## config.mk

```make
export PLATFORM = sky130hd
export DESIGN_NAME = alu_seq
export DESIGN_NICKNAME = d
export VERILOG_FILES = /design/src/rtl/alu_pkg.sv /design/src/rtl/alu_mul_iter.sv /design/src/rtl/alu_seq.sv
export SDC_FILE = /design/constraint.sdc
export NUM_CORES = 2
export LEC_CHECK = 0
export BUFFER_PORTS_ARGS = -buffer_cell sky130_fd_sc_hd__clkbuf_2
export CORE_AREA = 3 3 183 364
export CTS_CLUSTER_DIAMETER = 50
export CTS_CLUSTER_SIZE = 20
export DETAILED_ROUTE_END_ITERATION = 8
export DIE_AREA = 0 0 186 367
export HOLD_SLACK_MARGIN = 0.05
export MAX_ROUTING_LAYER = met4
export PLACE_DENSITY = 0.69
export SLEW_MARGIN = 20
export SYNTH_ARGS = -nofsm -noshare
export SYNTH_HDL_FRONTEND = slang
export SYNTH_SLANG_ARGS = --single-unit
```

## constraint.sdc

```tcl
create_clock -name clk -period 6.6 [get_ports clk]
set_clock_uncertainty 0.2 [all_clocks]
set_input_delay 1.32 -clock clk [delete_from_list [all_inputs] [get_ports clk]]
set_output_delay 1.32 -clock clk [all_outputs]
set_load 0.02 [all_outputs]
```

## src/rtl/alu_pkg.sv

```systemverilog
// Shared opcode encodings and FSM state type for the sequential ALU.
package alu_pkg;

    localparam int ALU_OP_W = 4;

    localparam logic [ALU_OP_W-1:0] ALU_ADD  = 4'd0;
    localparam logic [ALU_OP_W-1:0] ALU_SUB  = 4'd1;
    localparam logic [ALU_OP_W-1:0] ALU_SLT  = 4'd2;
    localparam logic [ALU_OP_W-1:0] ALU_LI   = 4'd3;
    localparam logic [ALU_OP_W-1:0] ALU_AND  = 4'd4;
    localparam logic [ALU_OP_W-1:0] ALU_OR   = 4'd5;
    localparam logic [ALU_OP_W-1:0] ALU_XOR  = 4'd6;
    localparam logic [ALU_OP_W-1:0] ALU_SLL  = 4'd7;
    localparam logic [ALU_OP_W-1:0] ALU_SRL  = 4'd8;
    localparam logic [ALU_OP_W-1:0] ALU_SRA  = 4'd9;
    localparam logic [ALU_OP_W-1:0] ALU_SLTU = 4'd10;
    localparam logic [ALU_OP_W-1:0] ALU_MUL  = 4'd11;

    typedef enum logic [1:0] {
        ST_IDLE     = 2'd0,
        ST_MUL_BUSY = 2'd1,
        ST_HOLD     = 2'd2
    } state_t;

endpackage

```

## src/rtl/alu_mul_iter.sv

```systemverilog
// Iterative shift-add multiplier retiring MUL_BPC bits of B per cycle.
// With ALU_SEQ_OVF_EN the full 2*WIDTH product is kept and signed-corrected for ovf.
module alu_mul_iter #(
    parameter int WIDTH   = 48,
    parameter int MUL_BPC = 4
) (
    input  logic             clk,
    input  logic             reset,
    input  logic             start,
    input  logic [WIDTH-1:0] a,
    input  logic [WIDTH-1:0] b,
`ifdef ALU_SEQ_OVF_EN
    output logic             ovf,
`endif
    output logic             done,
    output logic [WIDTH-1:0] product
);

    localparam int STEPS = WIDTH / MUL_BPC;
    localparam int CNT_W = $clog2(STEPS + 1);
`ifdef ALU_SEQ_OVF_EN
    localparam int ACC_W = 2 * WIDTH;
`else
    localparam int ACC_W = WIDTH;
`endif

    logic [ACC_W-1:0] a_q;
    logic [ACC_W-1:0] acc_q;
    logic [ACC_W-1:0] acc_d;
    logic [ACC_W-1:0] pp;
    logic [WIDTH-1:0] b_q;
    logic [CNT_W-1:0] cnt_q;

    assign done  = (cnt_q == CNT_W'(1));
    assign pp    = a_q * ACC_W'(b_q[MUL_BPC-1:0]);
    assign acc_d = acc_q + pp;

    always_ff @(posedge clk) begin
        if (reset) begin
            a_q   <= '0;
            b_q   <= '0;
            acc_q <= '0;
            cnt_q <= '0;
        end else if (start) begin
            a_q   <= ACC_W'(a);
            b_q   <= b;
            acc_q <= '0;
            cnt_q <= CNT_W'(STEPS);
        end else if (cnt_q != '0) begin
            a_q   <= a_q << MUL_BPC;
            b_q   <= b_q >> MUL_BPC;
            acc_q <= acc_d;
            cnt_q <= cnt_q - CNT_W'(1);
        end
    end

`ifdef ALU_SEQ_OVF_EN
    logic [WIDTH-1:0] a_orig_q;
    logic [WIDTH-1:0] b_orig_q;
    logic [ACC_W-1:0] corr;
    logic [ACC_W-1:0] signed_prod;

    always_ff @(posedge clk) begin
        if (reset) begin
            a_orig_q <= '0;
            b_orig_q <= '0;
        end else if (start) begin
            a_orig_q <= a;
            b_orig_q <= b;
        end
    end

    // Unsigned product minus 2^WIDTH * (other operand) for each negative operand.
    assign corr = (a_orig_q[WIDTH-1] ? {b_orig_q, {WIDTH{1'b0}}} : '0)
                + (b_orig_q[WIDTH-1] ? {a_orig_q, {WIDTH{1'b0}}} : '0);
    assign signed_prod = acc_d - corr;
    assign product     = signed_prod[WIDTH-1:0];
    assign ovf = (signed_prod[ACC_W-1:WIDTH-1] != '0) &&
                 (signed_prod[ACC_W-1:WIDTH-1] != '1);
`else
    assign product = acc_d;
`endif

endmodule

```

## src/rtl/alu_seq.sv

```systemverilog
// Handshaked execute-stage ALU with single-cycle ops and an iterative MUL.
// Optional signed-overflow output enabled by defining ALU_SEQ_OVF_EN.
module alu_seq
    import alu_pkg::*;
#(
    parameter int WIDTH   = 48,
    parameter int MUL_BPC = 4
) (
    input  logic                clk,
    input  logic                reset,
    input  logic                in_valid,
    output logic                in_ready,
    input  logic [ALU_OP_W-1:0] alu_op,
    input  logic [WIDTH-1:0]    operand1,
    input  logic [WIDTH-1:0]    operand2,
    output logic                out_valid,
    input  logic                out_ready,
    output logic [WIDTH-1:0]    result,
    output logic                zero,
`ifdef ALU_SEQ_OVF_EN
    output logic                ovf,
`endif
    output state_t              state_dbg
);

    // Handshake: a transfer happens on any rising edge where valid && ready are both high;
    // valid never waits on ready, and the result is held unchanged until it is accepted.

    localparam int SH_W = $clog2(WIDTH);

    state_t           state_q, state_d;
    logic             load_alu;
    logic             mul_start;
    logic             mul_done;
    logic [WIDTH-1:0] mul_product;
    logic [WIDTH-1:0] alu_res;
    logic [WIDTH-1:0] sum;
    logic [WIDTH-1:0] diff;
    logic [SH_W-1:0]  shamt;

    assign sum   = operand1 + operand2;
    assign diff  = operand1 - operand2;
    assign shamt = operand2[SH_W-1:0];

    always_comb begin
        alu_res = '0;
        case (alu_op)
            ALU_ADD:  alu_res = sum;
            ALU_SUB:  alu_res = diff;
            ALU_SLT:  alu_res = {{(WIDTH-1){1'b0}}, $signed(operand1) < $signed(operand2)};
            ALU_LI:   alu_res = operand2;
            ALU_AND:  alu_res = operand1 & operand2;
            ALU_OR:   alu_res = operand1 | operand2;
            ALU_XOR:  alu_res = operand1 ^ operand2;
            ALU_SLL:  alu_res = operand1 << shamt;
            ALU_SRL:  alu_res = operand1 >> shamt;
            ALU_SRA:  alu_res = $signed(operand1) >>> shamt;
            ALU_SLTU: alu_res = {{(WIDTH-1){1'b0}}, operand1 < operand2};
            default:  alu_res = '0;
        endcase
    end

`ifdef ALU_SEQ_OVF_EN
    logic alu_ovf;
    logic mul_ovf;

    always_comb begin
        alu_ovf = 1'b0;
        if (alu_op == ALU_ADD)
            alu_ovf = (operand1[WIDTH-1] == operand2[WIDTH-1]) &&
                      (sum[WIDTH-1] != operand1[WIDTH-1]);
        else if (alu_op == ALU_SUB)
            alu_ovf = (operand1[WIDTH-1] != operand2[WIDTH-1]) &&
                      (diff[WIDTH-1] != operand1[WIDTH-1]);
    end
`endif

    alu_mul_iter #(
        .WIDTH   (WIDTH),
        .MUL_BPC (MUL_BPC)
    ) u_mul (
        .clk     (clk),
        .reset   (reset),
        .start   (mul_start),
        .a       (operand1),
        .b       (operand2),
`ifdef ALU_SEQ_OVF_EN
        .ovf     (mul_ovf),
`endif
        .done    (mul_done),
        .product (mul_product)
    );

    always_comb begin
        state_d   = state_q;
        in_ready  = 1'b0;
        load_alu  = 1'b0;
        mul_start = 1'b0;
        case (state_q)
            ST_IDLE:     in_ready = 1'b1;
            ST_MUL_BUSY: if (mul_done) state_d = ST_HOLD;
            ST_HOLD: begin
                in_ready = out_ready;
                if (out_ready) state_d = ST_IDLE;
            end
            default:     state_d = ST_IDLE;
        endcase
        if (in_valid && in_ready) begin
            if (alu_op == ALU_MUL) begin
                mul_start = 1'b1;
                state_d   = ST_MUL_BUSY;
            end else begin
                load_alu  = 1'b1;
                state_d   = ST_HOLD;
            end
        end
    end

    always_ff @(posedge clk) begin
        if (reset) begin
            state_q <= ST_IDLE;
            result  <= '0;
            zero    <= 1'b1;
`ifdef ALU_SEQ_OVF_EN
            ovf     <= 1'b0;
`endif
        end else begin
            state_q <= state_d;
            if (load_alu) begin
                result <= alu_res;
                zero   <= (alu_res == '0);
`ifdef ALU_SEQ_OVF_EN
                ovf    <= alu_ovf;
`endif
            end else if (state_q == ST_MUL_BUSY && mul_done) begin
                result <= mul_product;
                zero   <= (mul_product == '0);
`ifdef ALU_SEQ_OVF_EN
                ovf    <= mul_ovf;
`endif
            end
        end
    end

    assign out_valid = (state_q == ST_HOLD);
    assign state_dbg = state_q;

endmodule

```

==> impl_results.md, run 1 <==
* Status: aborted with a tool error
* Halt Stage: 5_1_grt
* Stop Error: [ERROR GRT-0116] Global routing finished with congestion. Check the congestion regions in the DRC Viewer.
* Dominant synthesized flop cell: dfxtp_1
* Post-synthesis average cell area at 7.38 um2
* Total track usage at 66.0%
* Post-CTS setup buffer count at 0
* Yosys reg bits at 199
* Post-DP HPWL at 156 mm
* Seq/Total Area, Yosys at 12.5%
* Mapped Nets at 4759
* YS warnings at 0
* Number of synthesized flops with an enable pin at 0
* CTS root buf: clkbuf_16
* Largest net degree at the start of global routing at 104
* Asr flop ratio synth at 0%
* Max Buffers Root-to-Sink at 2
* Global-route wire length before repair at 317 mm
* I/O Buffers at 156
* Die height at 367 um
* Grt ovf at 7
* RD Place Congestion at 1.24
* TritonCTS buffer count at 17
* Die width at 186 um
* Netlist cell types at 94
* Sink Count at 199
* H-tree level count at 4
* Initial Utilization at 49.9%
* Synth Cell Area at 31900 um2
* Num ports at 157
* Post-Syn Instances at 4320
* Row Count at 131
* Post-Place Worst Slack at -0.457 ns
* Number of global-route vias before repair at 42200
==> metal layers <==
layer / global-route usage, % / GRT overflow
met5: - / -
met4: 71.3 / 5
met3: 34.9 / 0
met2: 86.7 / 2
met1: 64.9 / 0
==> cells in the mapped netlist (20+ instances only) <==
cell type / n / area [um2]
a211oi_1: 46 / 345
a21o_1: 45 / 338
a21oi_1: 322 / 1610
a221o_1: 20 / 200
a221oi_1: 56 / 490
a22oi_1: 47 / 353
a311oi_1: 101 / 885
a31oi_1: 43 / 269
and2_1: 193 / 1210
buf_1: 34 / 128
buf_2: 21 / 105
clkbuf_1: 287 / 1080
dfxtp_1: 199 / 3980
fa_1: 136 / 2720
ha_1: 199 / 2490
inv_1: 373 / 1400
mux2_2: 43 / 484
mux2i_1: 82 / 821
mux4_2: 101 / 2270
nand2_1: 541 / 2030
nand2b_1: 23 / 144
nand3_1: 106 / 531
nand4_1: 45 / 282
nor2_1: 394 / 1480
nor2b_1: 30 / 188
nor3_1: 67 / 335
nor4_1: 46 / 288
o211ai_1: 49 / 368
o21ai_0: 164 / 821
o21bai_1: 27 / 203
o22ai_1: 21 / 131
o31ai_1: 52 / 390
xnor2_1: 42 / 368
==> through the flow <==
stage | instances | instance area [um2] | TNS [ns]
floorplan | 4320 | 31900 | 0
global placement | 5430 | 36500 | -0.344
detailed placement | 5430 | 36500 | -0.457
CTS | 5462 | 37100 | 0
==> cells by family after synthesis <==
family / after synthesis / synth area share, %
xor+xnor: 61 / 1.68
flops: 199 / 12.5
buf+inv: 730 / 8.81
compound gates: 1196 / 25.8
simple gates: 1569 / 23.3
fa+ha+maj: 335 / 16.4
mux: 230 / 11.5
==> repair_timing <==
item                       in CTS
setup endpoints to repair       1
resized for setup               6
hold buffers                    0
==> run 2, diff against run 1 <==
Settings changed: CORE_AREA 3 3 183 364 to 3 3 306 308, CTS_CLUSTER_DIAMETER 50 to unset, CTS_CLUSTER_SIZE 20 to unset, DIE_AREA 0 0 186 367 to 0 0 309 311, HOLD_SLACK_MARGIN 0.05 to unset, MAX_ROUTING_LAYER met4 to unset, PLACE_DENSITY 0.69 to unset, PLACE_DENSITY_LB_ADDON set to 0.15.
Clock period 6.6 ns to 8.6 ns, I/O delays scaled along.
==> run 2 against run 1 <==
The run now ends clean. Synthesized cell count unchanged. Area after synthesis unchanged.
==> impl_results.md, run 2 <==
* Hold Crit Start: u_mul.acc_q[40]
* Ranking of synthesized cells by area: dfxtp_1 (12%), fa_1 (8.5%), ha_1 (7.8%) (unchanged)
* Initial Utilization at 34.9% (was 49.9%)
* Most frequent cell after synthesis: nand2_1 (unchanged)
* CTS root buf: clkbuf_16 (unchanged)
* YS warnings at 0 (unchanged)
* Clk slew on worst S/H paths at 0.08 ns
* Reg2Reg Launch Point: u_mul.b_q[2]
* Commonest non-fill, non-tap cell in the layout: nand2_1
* Synth top cells by count: nand2_1 (541), nor2_1 (394), inv_1 (373) (unchanged)
* Total track usage at 37.8%
* Number of global-route vias before repair at 33700
* Die footprint at 96100 um2
* Worst slew pin tran at 1.15 ns
* RD Place Congestion at 1.10 (was 1.24)
* Hold path cells at 2
* Die width at 309 um (was 186 um)
* Post-synth top area cell: dfxtp_1 (unchanged)
* Most frequent cells in the layout: nand2_1 (540), nor2_1 (391), inv_1 (372)
* Yosys top cell area share at 12.5% (unchanged)
* Global-route wire length before repair at 261 mm
* RSZ-0062 raised after global routing: no
* CP Launch Type: flip-flop
* Slew HR at 23.3%
* Cell mode on critical path: fa_1
* DR vias/cell at 6.55
* Post-DP HPWL at 148 mm (was 156 mm)
* Total wire length at 187 mm
* Max Buffers Root-to-Sink at 2 (unchanged)
* H-tree level count at 4 (unchanged)
* Yosys reg bits at 199 (unchanged)
* Layout Nets at 4694
* Clk Latency, worst-skew pair at 0.53 ns
* Reg2reg setup slack at 1.02 ns
* Sink Count at 199 (unchanged)
* Routed Antenna Nets at 0
* HP Class: reg2reg
* Grt ovf at 0
* Worst path slowest cell: dfxtp_1
* Seq/Total Area, Yosys at 12.5% (unchanged)
* CTS tree: yes
* Vias at 35800
* Minimum clock period at 7.58 ns
* Final Util at 37.7%
* Setup Crit Path Kind: reg2reg
* TritonCTS buffer count at 17 (unchanged)
* DR pass1 iterations at 8
* Hold Fails Final Rpt at 0
* Number of max-cap violations at 0
* Req. time, crit path at 8.83 ns
* Lkg Pwr at 14.1 nW
* Area delta synth->final at 7.97%
* Hold EP: u_mul.acc_q[40]
* Largest net degree at the start of global routing at 103
* Final-layout fill cell count at 9812
* Mapped Nets at 4759 (unchanged)
* Reg2Reg Depth at 20
* Post_cts resized at 0 (was 6)
* Die height at 311 um (was 367 um)
* Power Dens Cells at 124 nW/um2
* Critical path arrival at 7.82 ns
* Synth Cell Area at 31900 um2 (unchanged)
* Post-Syn Instances at 4320 (unchanged)
* CP delay by family, top: compound AO/OA/AOI/OAI gates
* Status: completed (was aborted with a tool error)
* # setup viols final at 0
* CTS hold repair buffers at 0 (unchanged)
* Initial antenna violation count at 22
* Final Slew Violations at 0
* Fin Setup TNS at 0 ns
* Worst Path Buf+Inv at 2
* # placed instances at 5422 (was 5430)
* Max frequency at 132 MHz
* Iter 0 DRT Violations at 4633
* Row Count at 111 (was 131)
* Final cell count without fillers at 5467
* VDD IR max at 154 uV
* Dominant synthesized flop cell: dfxtp_1 (unchanged)
* Core area at 91400 um2
* Number of synthesized flops with an enable pin at 0 (unchanged)
* CP startpoint: u_mul.b_q[2]
* I/O Buffers at 156 (unchanged)
* Asr flop ratio synth at 0% (unchanged)
* Layout cells sized above 1 at 11.8%
* Post-CTS setup buffer count at 0 (unchanged)
* Tcrit/Tclk final at 88.2%
* CP Max Fanout at 27
* Netlist cell types at 94 (unchanged)
* WL per Instance at 34.2 um
* CP endpoint kind: flip-flop
* Max stage delay on crit path at 0.87 ns
* Residual DRC count at 0
* Worst r2r dst: zero
* Critical path, cell by cell: and2_1 > fa_1 > fa_1 > inv_1 > fa_1 > inv_1 > ha_1 > nand2_1 > o31ai_1 > o2111ai_1 > a21oi_1 > nor3_1 > a2111oi_0 > nand4_1 > nor4_1 > and4b_1 > nand4b_1 > nor4b_1 > nand3_1 > a32oi_1
* Post-synthesis average cell area at 7.38 um2 (unchanged)
* Num ports at 157 (unchanged)
## run 2: worst max-delay path by stage
stage | depth (start not counted) | end | slack, ns
4_1_cts | 20 | zero | 1.09
3_3_place_gp | 20 | zero | 1.12
3_5_place_dp | 16 | zero | 1.15
5_1_grt | 20 | zero | 0.58
6_report | 20 | zero | 1.02
2_1_floorplan | 19 | zero | 1.74
## run 2: metrics by stage
stage / power (mW) / hold WS [ns] / worst slack [ns] / cell area, um2
after floorplan: 2.37 / 0.232 / 1.74 / 31900
after global placement: 3.31 / 0.239 / 1.12 / 33800
after detailed placement: 3.28 / 0.244 / 1.15 / 33800
after CTS: 4.22 / 0.256 / 1.09 / 34400
after global routing: 4.42 / 0.270 / 0.577 / 34400
final: 4.28 / 0.256 / 1.02 / 34400
## run 2: routing by layer
metal	wire length, um	vias to the layer above	part of all wire (%)	GRT usage (%)
met1	74400	17700	40	48.5
met2	79500	2131	43	56.2
met3	16700	528	9.0	7.39
li1	-	15400	-	-
met4	16000	8	8.6	27.5
met5	141	-	0.075	0.758
## run 2: layout make-up
| type | instances | area (um2) | share of cell area [%] |
|---|---|---|---|
| Clock buffer | 21 | 460 | 1.34 |
| Antenna cell | 13 | 32.5 | 0.0945 |
| Inverter | 379 | 1420 | 4.14 |
| Tap cell | 1186 | 1480 | 4.31 |
| Sequential cell | 199 | 3980 | 11.6 |
| Clock inverter | 11 | 154 | 0.447 |
| Multi-Input combinational cell | 3391 | 25200 | 73.1 |
| Timing Repair Buffer | 267 | 1700 | 4.95 |
## run 2: worst min-delay path: cells and delay by family, from the launching register on
family           cells  cell delay [ns]
flip-flops           1             0.31
AND/OR/NAND/NOR      1             0.05
AO/OA/AOI/OAI        1             0.05
## run 2: power breakdown
| group | switching, mW | internal [mW] | total (mW) |
|---|---|---|---|
| logic | 1.69 | 0.603 | 2.29 |
| registers | 0.0692 | 0.985 | 1.05 |
| clock network | 0.480 | 0.457 | 0.937 |
| total | 2.24 | 2.05 | 4.28 |
## run 2: logic make-up after synthesis
| group | count (synthesis) | synth area share [%] |
|---|---|---|
| and+or+nand+nor | 1569 | 23.3 |
| DFF | 199 | 12.5 |
| AOI/OAI and AO/OA | 1196 | 25.8 |
| buffers and inverters | 730 | 8.81 |
| xor gates and xnor gates | 61 | 1.68 |
| adders and majority gates | 335 | 16.4 |
| muxes | 230 | 11.5 |
(Power assumes the default switching activity.)
